===== src/rtl/charbuf_reader_if.sv =====
// Handshake/data bundle between a character-buffer producer/consumer and charbuf_reader.
interface charbuf_reader_if;
    logic        load;
    logic [31:0] buf_in;
    logic        out_ready;
    logic [3:0]  out_char;
    logic        out_valid;
    logic        busy;
    logic        done;
    logic [3:0]  remaining;

    modport master (
        output load, buf_in, out_ready,
        input  out_char, out_valid, busy, done, remaining
    );

    modport slave (
        input  load, buf_in, out_ready,
        output out_char, out_valid, busy, done, remaining
    );
endinterface


===== src/rtl/charbuf_reader.sv =====
// Streams the nibble characters of a 32-bit buffer oldest first, skipping leading empty slots.
// Optional abort input is enabled by defining CHARBUF_READER_ABORT_EN.
module charbuf_reader (
    input logic clk,
    input logic rst,
`ifdef CHARBUF_READER_ABORT_EN
    input logic abort,
`endif
    charbuf_reader_if.slave bus
);
    typedef enum logic [1:0] {IDLE, SCAN, SEND, DONE} state_t;

    state_t      state, state_n;
    logic [31:0] shreg, shreg_n;
    logic [3:0]  slots, slots_n;
    logic        kill;

    always_comb begin
        kill    = 1'b0;
`ifdef CHARBUF_READER_ABORT_EN
        kill    = abort && (state == SCAN || state == SEND);
`endif
        state_n = state;
        shreg_n = shreg;
        slots_n = slots;
        case (state)
            IDLE: if (bus.load) begin
                shreg_n = bus.buf_in;
                slots_n = 4'd8;
                state_n = SCAN;
            end
            SCAN: if (shreg[31:28] != 4'h0) begin
                state_n = SEND;
            end else if (slots > 4'd1) begin
                shreg_n = {shreg[27:0], 4'h0};
                slots_n = slots - 4'd1;
            end else begin
                slots_n = 4'd0;
                state_n = DONE;
            end
            SEND: if (bus.out_ready) begin
                shreg_n = {shreg[27:0], 4'h0};
                slots_n = slots - 4'd1;
                if (slots == 4'd1) state_n = DONE;
            end
            DONE: state_n = IDLE;
            default: state_n = IDLE;
        endcase
        if (kill) begin
            state_n = IDLE;
            shreg_n = 32'h0;
            slots_n = 4'd0;
        end
    end

    // Outputs are registered from next-state values so they line up with the state they describe.
    always_ff @(posedge clk) begin
        if (rst) begin
            state         <= IDLE;
            shreg         <= 32'h0;
            slots         <= 4'd0;
            bus.out_valid <= 1'b0;
            bus.out_char  <= 4'h0;
            bus.busy      <= 1'b0;
            bus.done      <= 1'b0;
            bus.remaining <= 4'd0;
        end else begin
            state         <= state_n;
            shreg         <= shreg_n;
            slots         <= slots_n;
            bus.out_valid <= (state_n == SEND);
            bus.out_char  <= (state_n == SEND) ? shreg_n[31:28] : 4'h0;
            bus.busy      <= (state_n == SCAN) || (state_n == SEND);
            bus.done      <= (state_n == DONE);
            bus.remaining <= (state_n == SCAN || state_n == SEND) ? slots_n : 4'd0;
        end
    end
endmodule


===== src/flat_wrapper.sv =====
// flat-port wrapper written by rule: the top's interface ports become plain ports
module charbuf_reader_flat 
  (clk, rst, bus_load, bus_buf_in, bus_out_ready, bus_out_char, bus_out_valid, bus_busy, bus_done, bus_remaining);
  charbuf_reader_if bus_i ();
  input logic clk;
  input logic rst;
  input wire logic [$bits(bus_i.load)-1:0] bus_load;
  input wire logic [$bits(bus_i.buf_in)-1:0] bus_buf_in;
  input wire logic [$bits(bus_i.out_ready)-1:0] bus_out_ready;
  output wire logic [$bits(bus_i.out_char)-1:0] bus_out_char;
  output wire logic [$bits(bus_i.out_valid)-1:0] bus_out_valid;
  output wire logic [$bits(bus_i.busy)-1:0] bus_busy;
  output wire logic [$bits(bus_i.done)-1:0] bus_done;
  output wire logic [$bits(bus_i.remaining)-1:0] bus_remaining;
  assign bus_i.load = bus_load;
  assign bus_i.buf_in = bus_buf_in;
  assign bus_i.out_ready = bus_out_ready;
  assign bus_out_char = bus_i.out_char;
  assign bus_out_valid = bus_i.out_valid;
  assign bus_busy = bus_i.busy;
  assign bus_done = bus_i.done;
  assign bus_remaining = bus_i.remaining;
  charbuf_reader u_core (.clk(clk), .rst(rst), .bus(bus_i));
endmodule

===== config.mk =====
export PLATFORM = sky130hd
export DESIGN_NAME = charbuf_reader_flat
export DESIGN_NICKNAME = d
export VERILOG_FILES = /design/src/rtl/charbuf_reader_if.sv /design/src/rtl/charbuf_reader.sv /design/src/flat_wrapper.sv
export SDC_FILE = /design/constraint.sdc
export NUM_CORES = 1
export LEC_CHECK = 0
export CORE_AREA = 3 3 81 83
export DETAILED_ROUTE_END_ITERATION = 8
export DIE_AREA = 0 0 84 86
export PLACE_DENSITY = 0.64
export SETUP_SLACK_MARGIN = 0.5
export SYNTH_ARGS = -nofsm -noshare
export SYNTH_HDL_FRONTEND = slang
export SYNTH_SLANG_ARGS = --single-unit
export TNS_END_PERCENT = 100

===== constraint.sdc =====
create_clock -name clk -period 1.99 [get_ports clk]
set_input_delay 0.398 -clock clk [delete_from_list [all_inputs] [get_ports clk]]
set_output_delay 0.398 -clock clk [all_outputs]
set_load 0.05 [all_outputs]

# After elaboration in Yosys (flattened, before gate mapping)
# Cells that the tools add are included.
# word_totals
regBits,49
in_bits,36
output_inout_bits,11
word_cells,47
# op_classes
addsub,1
order_cmp,1
eq_ne,11
n_mux,16
n_bitwise,2
reduce_logical,7
# op_table
op,n
32-bit two-way mux,4
32-bit case mux with 3 select lines,1
4-bit two-way mux,4
4-bit case mux with 3 select lines,1
2-bit two-way mux,5
2-bit equality test (second input constant),4
2-bit case mux with 4 select lines,1
2-bit != test (second input constant),3
5-bit AND reduction,1
2-bit by 1-bit equality test with 1-bit output (second input constant),2
4-bit by 1-bit equality test with 1-bit output (second input constant),1
4-bit by 1-bit greater-than comparator with 1-bit output (second input constant),1
4-bit nonzero test,1
2-bit OR reduction,2
4-bit by 1-bit subtractor with 4-bit output (second input constant),1
3-bit nonzero test,1
2-bit logical NOT,1
2-bit by 1-bit != test with 1-bit output (second input constant),1
1-bit inverter,2
1-bit logical OR,1

# Logic depth before layout (Yosys ltp)
# Gate-level depths: netlist (run 1).
# logic_depth
depth_word,8
depth_mapped,9
mapped_depth_nobuf,9

# Least setup slack after synthesis (run 1)
# OpenSTA, ideal clock, no wires.
# synth_path
path_kind,register to register
start,register u_core.slots[0]
end,register u_core.bus.remaining[0]
setup_time_ns,0.070
t_arrival_ns,1.741
required_ns,1.920
setup_slack_ns,0.179
stages_incl_launch_ff,10
n_path_buf,0
synth_period_minus_slack_ns,1.811
cell_sequence,dfxtp_1 inv_1 ha_1 nor2_1 o31ai_1 nand2_1 nand2_1 ha_1 or2_2 a21oi_1
# synth_via
elab_chain_cells,8
elab_cells_between_ends,18
classes_between,1 x add/sub; 1 x order compare; 3 x eq/ne; 10 x mux; 1 x bitwise; 2 x reduce/logical
# synth_lines
item,line,rtl
start: declaration,charbuf_reader.sv:15,"logic [3:0] slots, slots_n;"
start signal: assignment,charbuf_reader.sv:70,slots <= slots_n;
4-bit by 1-bit greater-than comparator with 1-bit output / 4-bit by 1-bit equality test with 1-bit output (equally long branches),"charbuf_reader.sv:34, charbuf_reader.sv:44",
"2-bit two-way mux, on equally long branches","charbuf_reader.sv:34, charbuf_reader.sv:44",
"2-bit two-way mux, on equally long branches","charbuf_reader.sv:32, charbuf_reader.sv:41",
2-bit case mux with 4 select lines (*),charbuf_reader.sv:26,case (state)
net u_core.state_n[1],charbuf_reader.sv:13,"state_t state, state_n;"
2-bit by 1-bit equality test with 1-bit output / 2-bit equality test (equally long branches),charbuf_reader.sv:75,bus.remaining <= (state_n == SCAN || state_n == SEND) ? slots_n : 4'd0;
1-bit logical OR (*),charbuf_reader.sv:75,
1-bit inverter (no source line) (*),n/a,
2-bit OR reduction (no source line) (*),n/a,
end signal: assignment,charbuf_reader.sv:75,
end: declaration,charbuf_reader_if.sv:19,"output out_char, out_valid, busy, done, remaining"
# The timed path passes the listed nets; every way through them passes the cells marked *.
# A chain may end at the register's enable or synchronous reset.

# Worst setup path in the final report (run 1)
# layout_path
start,register u_core.shreg[29]
end,register u_core.bus.remaining[2]
# layout_via
elab_chain_cells,7
elab_cells_between_ends,10
classes_between,2 x eq/ne; 4 x mux; 1 x bitwise; 3 x reduce/logical
# layout_lines
item,line,rtl
start: declaration,charbuf_reader.sv:14,"logic [31:0] shreg, shreg_n;"
start signal: assignment,charbuf_reader.sv:69,shreg <= shreg_n;
4-bit nonzero test (*),charbuf_reader.sv:32,SCAN: if (shreg[31:28] != 4'h0) begin
2-bit two-way mux (*),charbuf_reader.sv:32,
2-bit case mux with 4 select lines (*),charbuf_reader.sv:26,
net u_core.state_n[1],charbuf_reader.sv:13,
2-bit by 1-bit equality test with 1-bit output / 2-bit equality test (equally long branches),charbuf_reader.sv:75,
1-bit logical OR (*),charbuf_reader.sv:75,
1-bit inverter (no source line) (*),n/a,
2-bit OR reduction (no source line) (*),n/a,
# Marks and branches as above.

==> summary.txt, run 1 <==
Outcome
  – Status: finished, final reports clean

Clock tree
  – CTS hold repair buffers: 0
  – H-tree levels: 2
  – CTS buffer count: 5
  – Clock Path Buffers: 2
  – CTS tree: built
  – Clock transition at path regs: 0.09 ns
  – Latest clock arrival within the worst-skew pair: roughly 0.30 ns
  – Clock root cell: clkbuf_8
  – # clock sinks: 49

Timing
  – RSZ-0062 raised after global routing: true
  – Tcrit/Tclk final: 86.59%
  – Count of final setup violators: 0
  – Setup ws final: 0.2669 ns
  – Fmax: between 500 and 600 MHz
  – Slew Viols, Final: 0
  – Worst slew pin tran: about 0.53 ns
  – Final Hold Fails: 0
  – Worst slew margin relative to its limit: between 60% and 70%
  – Clock skew: 0.009240 ns
  – Crit path time final: ~1.7 ns

Floorplanning
  – Core area: slightly below 0.006 sq mm
  – Boundary pin count: 47
  – Die Y: about 86 microns
  – Initial Util: between 30% and 40%
  – Core Rows: 28
  – Die ar.: 0.007224 sq mm
  – Die X-Extent: between 80 and 90 microns

Final layout
  – Fillers: around 530
  – Register Area: around 0.001 sq mm
  – Non-Filler Cell Area, Final: around 0.0035 sq mm
  – Share of layout cells above drive strength 1: between 40% and 50%
  – Most frequent cells in the layout: dfxtp_1 (41), clkdlybuf4s50_1 (32), nand2_1 (28)
  – Antenna cells: 0
  – Leading cell type in the layout, fill and taps excluded: dfxtp_1
  – Final net count: 353
  – Multi-input logic area: between 0.001 and 0.0015 sq mm
  – Layout overhead on the synthesized area: 47.51%

Synth
  – Mapped Cells: about 250
  – Cell taking the most area after synthesis: dfxtp_1
  – Syn Area/Cell: approximately 9.3 sq um
  – Synth Net Count: between 200 and 300
  – Async S/R FF share, synth: 0%
  – Sequential area share after synthesis: between 40 and 50%
  – Ys flop type: dfxtp_1
  – Yosys top cell area share: about two fifths
  – Post-Syn Area: between 0.002 and 0.0025 sq mm
  – Register bit total from synthesis: 49
  – Largest cells by area after synthesis: dfxtp_1 (42%), a311oi_2 (13%), nor3_1 (5.3%)
  – Post-synth EDFFs: 0
  – Post-synthesis cell type count: 39
  – Yosys warns: 0

Drt
  – Post-DR vias/cell: around 5.5
  – Routed WL: 6031 microns
  – Initial DRC Count: around 120
  – Post-DR wirelength/cell: approximately 16 microns
  – Via count: between 2,000 and 2,500
  – DRC: 0
  – Drt first pass iters: 4
  – Post-route antenna net violation count: 0

Pwr
  – Cell Pwr Density: around 920 mW/mm^2
  – Leakage: 0.001195 uW
  – Tot Pwr: around 3200 uW
  – Max IR drop VDD: roughly 390 uV

Run
  – Max Cap Viol: 0

GRT
  – Antenna violations before repair: 0
  – First-pass GRT wire length: slightly below 10,000 microns
  – Overflow after GRT: 0
  – Largest net degree at the start of global routing: 38
  – Total track usage: about 17%
  – Number of global-route vias before repair: 2,015

Worst setup path
  – Data required time of the worst path: ~2.2 ns
  – Crit path DAT: between 1.5 and 2 ns
  – Crit path kind: reg2reg
  – Peak fanout along the critical path: 5
  – Crit start category: register
  – CP endpoint kind: register

Place
  – Detailed Place HPWL: 4017 microns
  – DP Area: 0.003075 sq mm
  – Place WS: -0.2174 ns
  – RD Place Congestion: around 0.8
  – PortBufs: 46

Hold path
  – Min-Delay Path Class: reg2reg
final cells by class:
cell class / instances / share of cell area (%)
clock inverters: 1 / 0.2157
repair buffers: 76 / 22.90
clock buffers: 6 / 2.372
multi-input cells: 173 / 42.06
flip-flops and latches: 49 / 28.76
inverters: 8 / 1.006
well taps: 75 / 2.696
Yosys cell counts, drive strengths merged, types with 2 or more instances:
cell,count
clkbuf,10
buf,14
ha,4
a21oi,18
a22oi,4
nor3,25
a32oi,4
nand2b,2
inv,8
o21ai,32
nor2b,3
nand2,30
a2bb2oi,2
nor2,8
dfxtp,49
a311oi,24
or2,2
worst max-delay path, stage by stage (launching register included):
cell     delay, ns
dfxtp_2       0.35
nor4_4        0.25
buf_4         0.18
o31ai_2       0.06
nand2_1       0.11
nand2_2       0.10
ha_4          0.24
or2_4         0.26
a21oi_1       0.11
path summary, 6_finish.rpt:
| check | from | endpoint | slack [ns] | depth (start not counted) |
|---|---|---|---|---|
| worst min-delay path | u_core.shreg[26]$_SDFFE_PP0P_ | u_core.shreg[30]$_SDFF_PP0_ | 0.50 | 2 |
| worst min register to register | u_core.shreg[26]$_SDFFE_PP0P_ | u_core.shreg[30]$_SDFF_PP0_ | 0.50 | 2 |
| worst max-delay path | u_core.shreg[29]$_SDFF_PP0_ | u_core.bus.remaining[2]$_SDFF_PP0_ | 0.27 | 8 |
| worst max register to register | u_core.shreg[29]$_SDFF_PP0_ | u_core.bus.remaining[2]$_SDFF_PP0_ | 0.27 | 8 |
registers in the layout, summed over array words and instances, names as in the netlist:
signal and count:
u_core.bus.remaining 4, u_core.slots 4, u_core.state 2, u_core.bus.done 1, u_core.bus.out_valid 1, u_core.bus.busy 1
u_core.bus.out_char 4, u_core.shreg 32
stage by stage:
step,setup TNS (ns),instances,hold slack [ns],util [%]
final,0,388,0.5017,58.79
after global routing,0,388,0.5218,58.79
after CTS,0,384,0.5065,56.40
after detailed placement,-2.973,369,0.4915,51.94
after global placement,-1.396,369,0.4953,51.94
after floorplan,0,254,0.4578,-
power by group:
group          switching, uW  internal (uW)  leakage [uW]  total, uW
Clock                    327            275     0.0000433        602
Sequential               135           1140      0.000407       1280
Combinational            664            640      0.000745       1300
metal layers:
metal | vias up | track usage [%] | routed length [microns]
li1 | 1056 | - | -
met1 | 1030 | 23.60 | 2955
met2 | 38 | 25.60 | 2780
met3 | 7 | 3.746 | 220
met4 | 0 | 3.947 | 75
met5 | - | 0 | 0
kinds of logic (layout without fill, tap and decap cells):
kind of cell | count (synthesis) | count (layout) | share of synthesized area (%)
AO/OA/AOI/OAI | 92 | 92 | 31.50
AND/OR/NAND/NOR | 76 | 76 | 16.76
adder cells (fa/ha/maj) | 4 | 4 | 2.121
XOR/XNOR | 1 | 1 | 0.3712
buffers and inverters | 32 | 91 | 7.688
flip-flops | 49 | 49 | 41.57
repair_timing:
| action | CTS | global route |
|---|---|---|
| gates cloned | 0 | 1 |
| pin swaps | 4 | 14 |
| endpoints found under the setup margin | 58 | 48 |
| hold endpoints to repair | 0 | 0 |
| resized for setup | 71 | 22 |
| setup buffers | 8 | 3 |
(Power assumes the default switching activity.)
==> run 2: changes to the inputs <==
CTS_CLUSTER_DIAMETER = 40   (was unset)
==> results of run 2 <==
Final layout, timing and power as in run 1 (identical DEF).
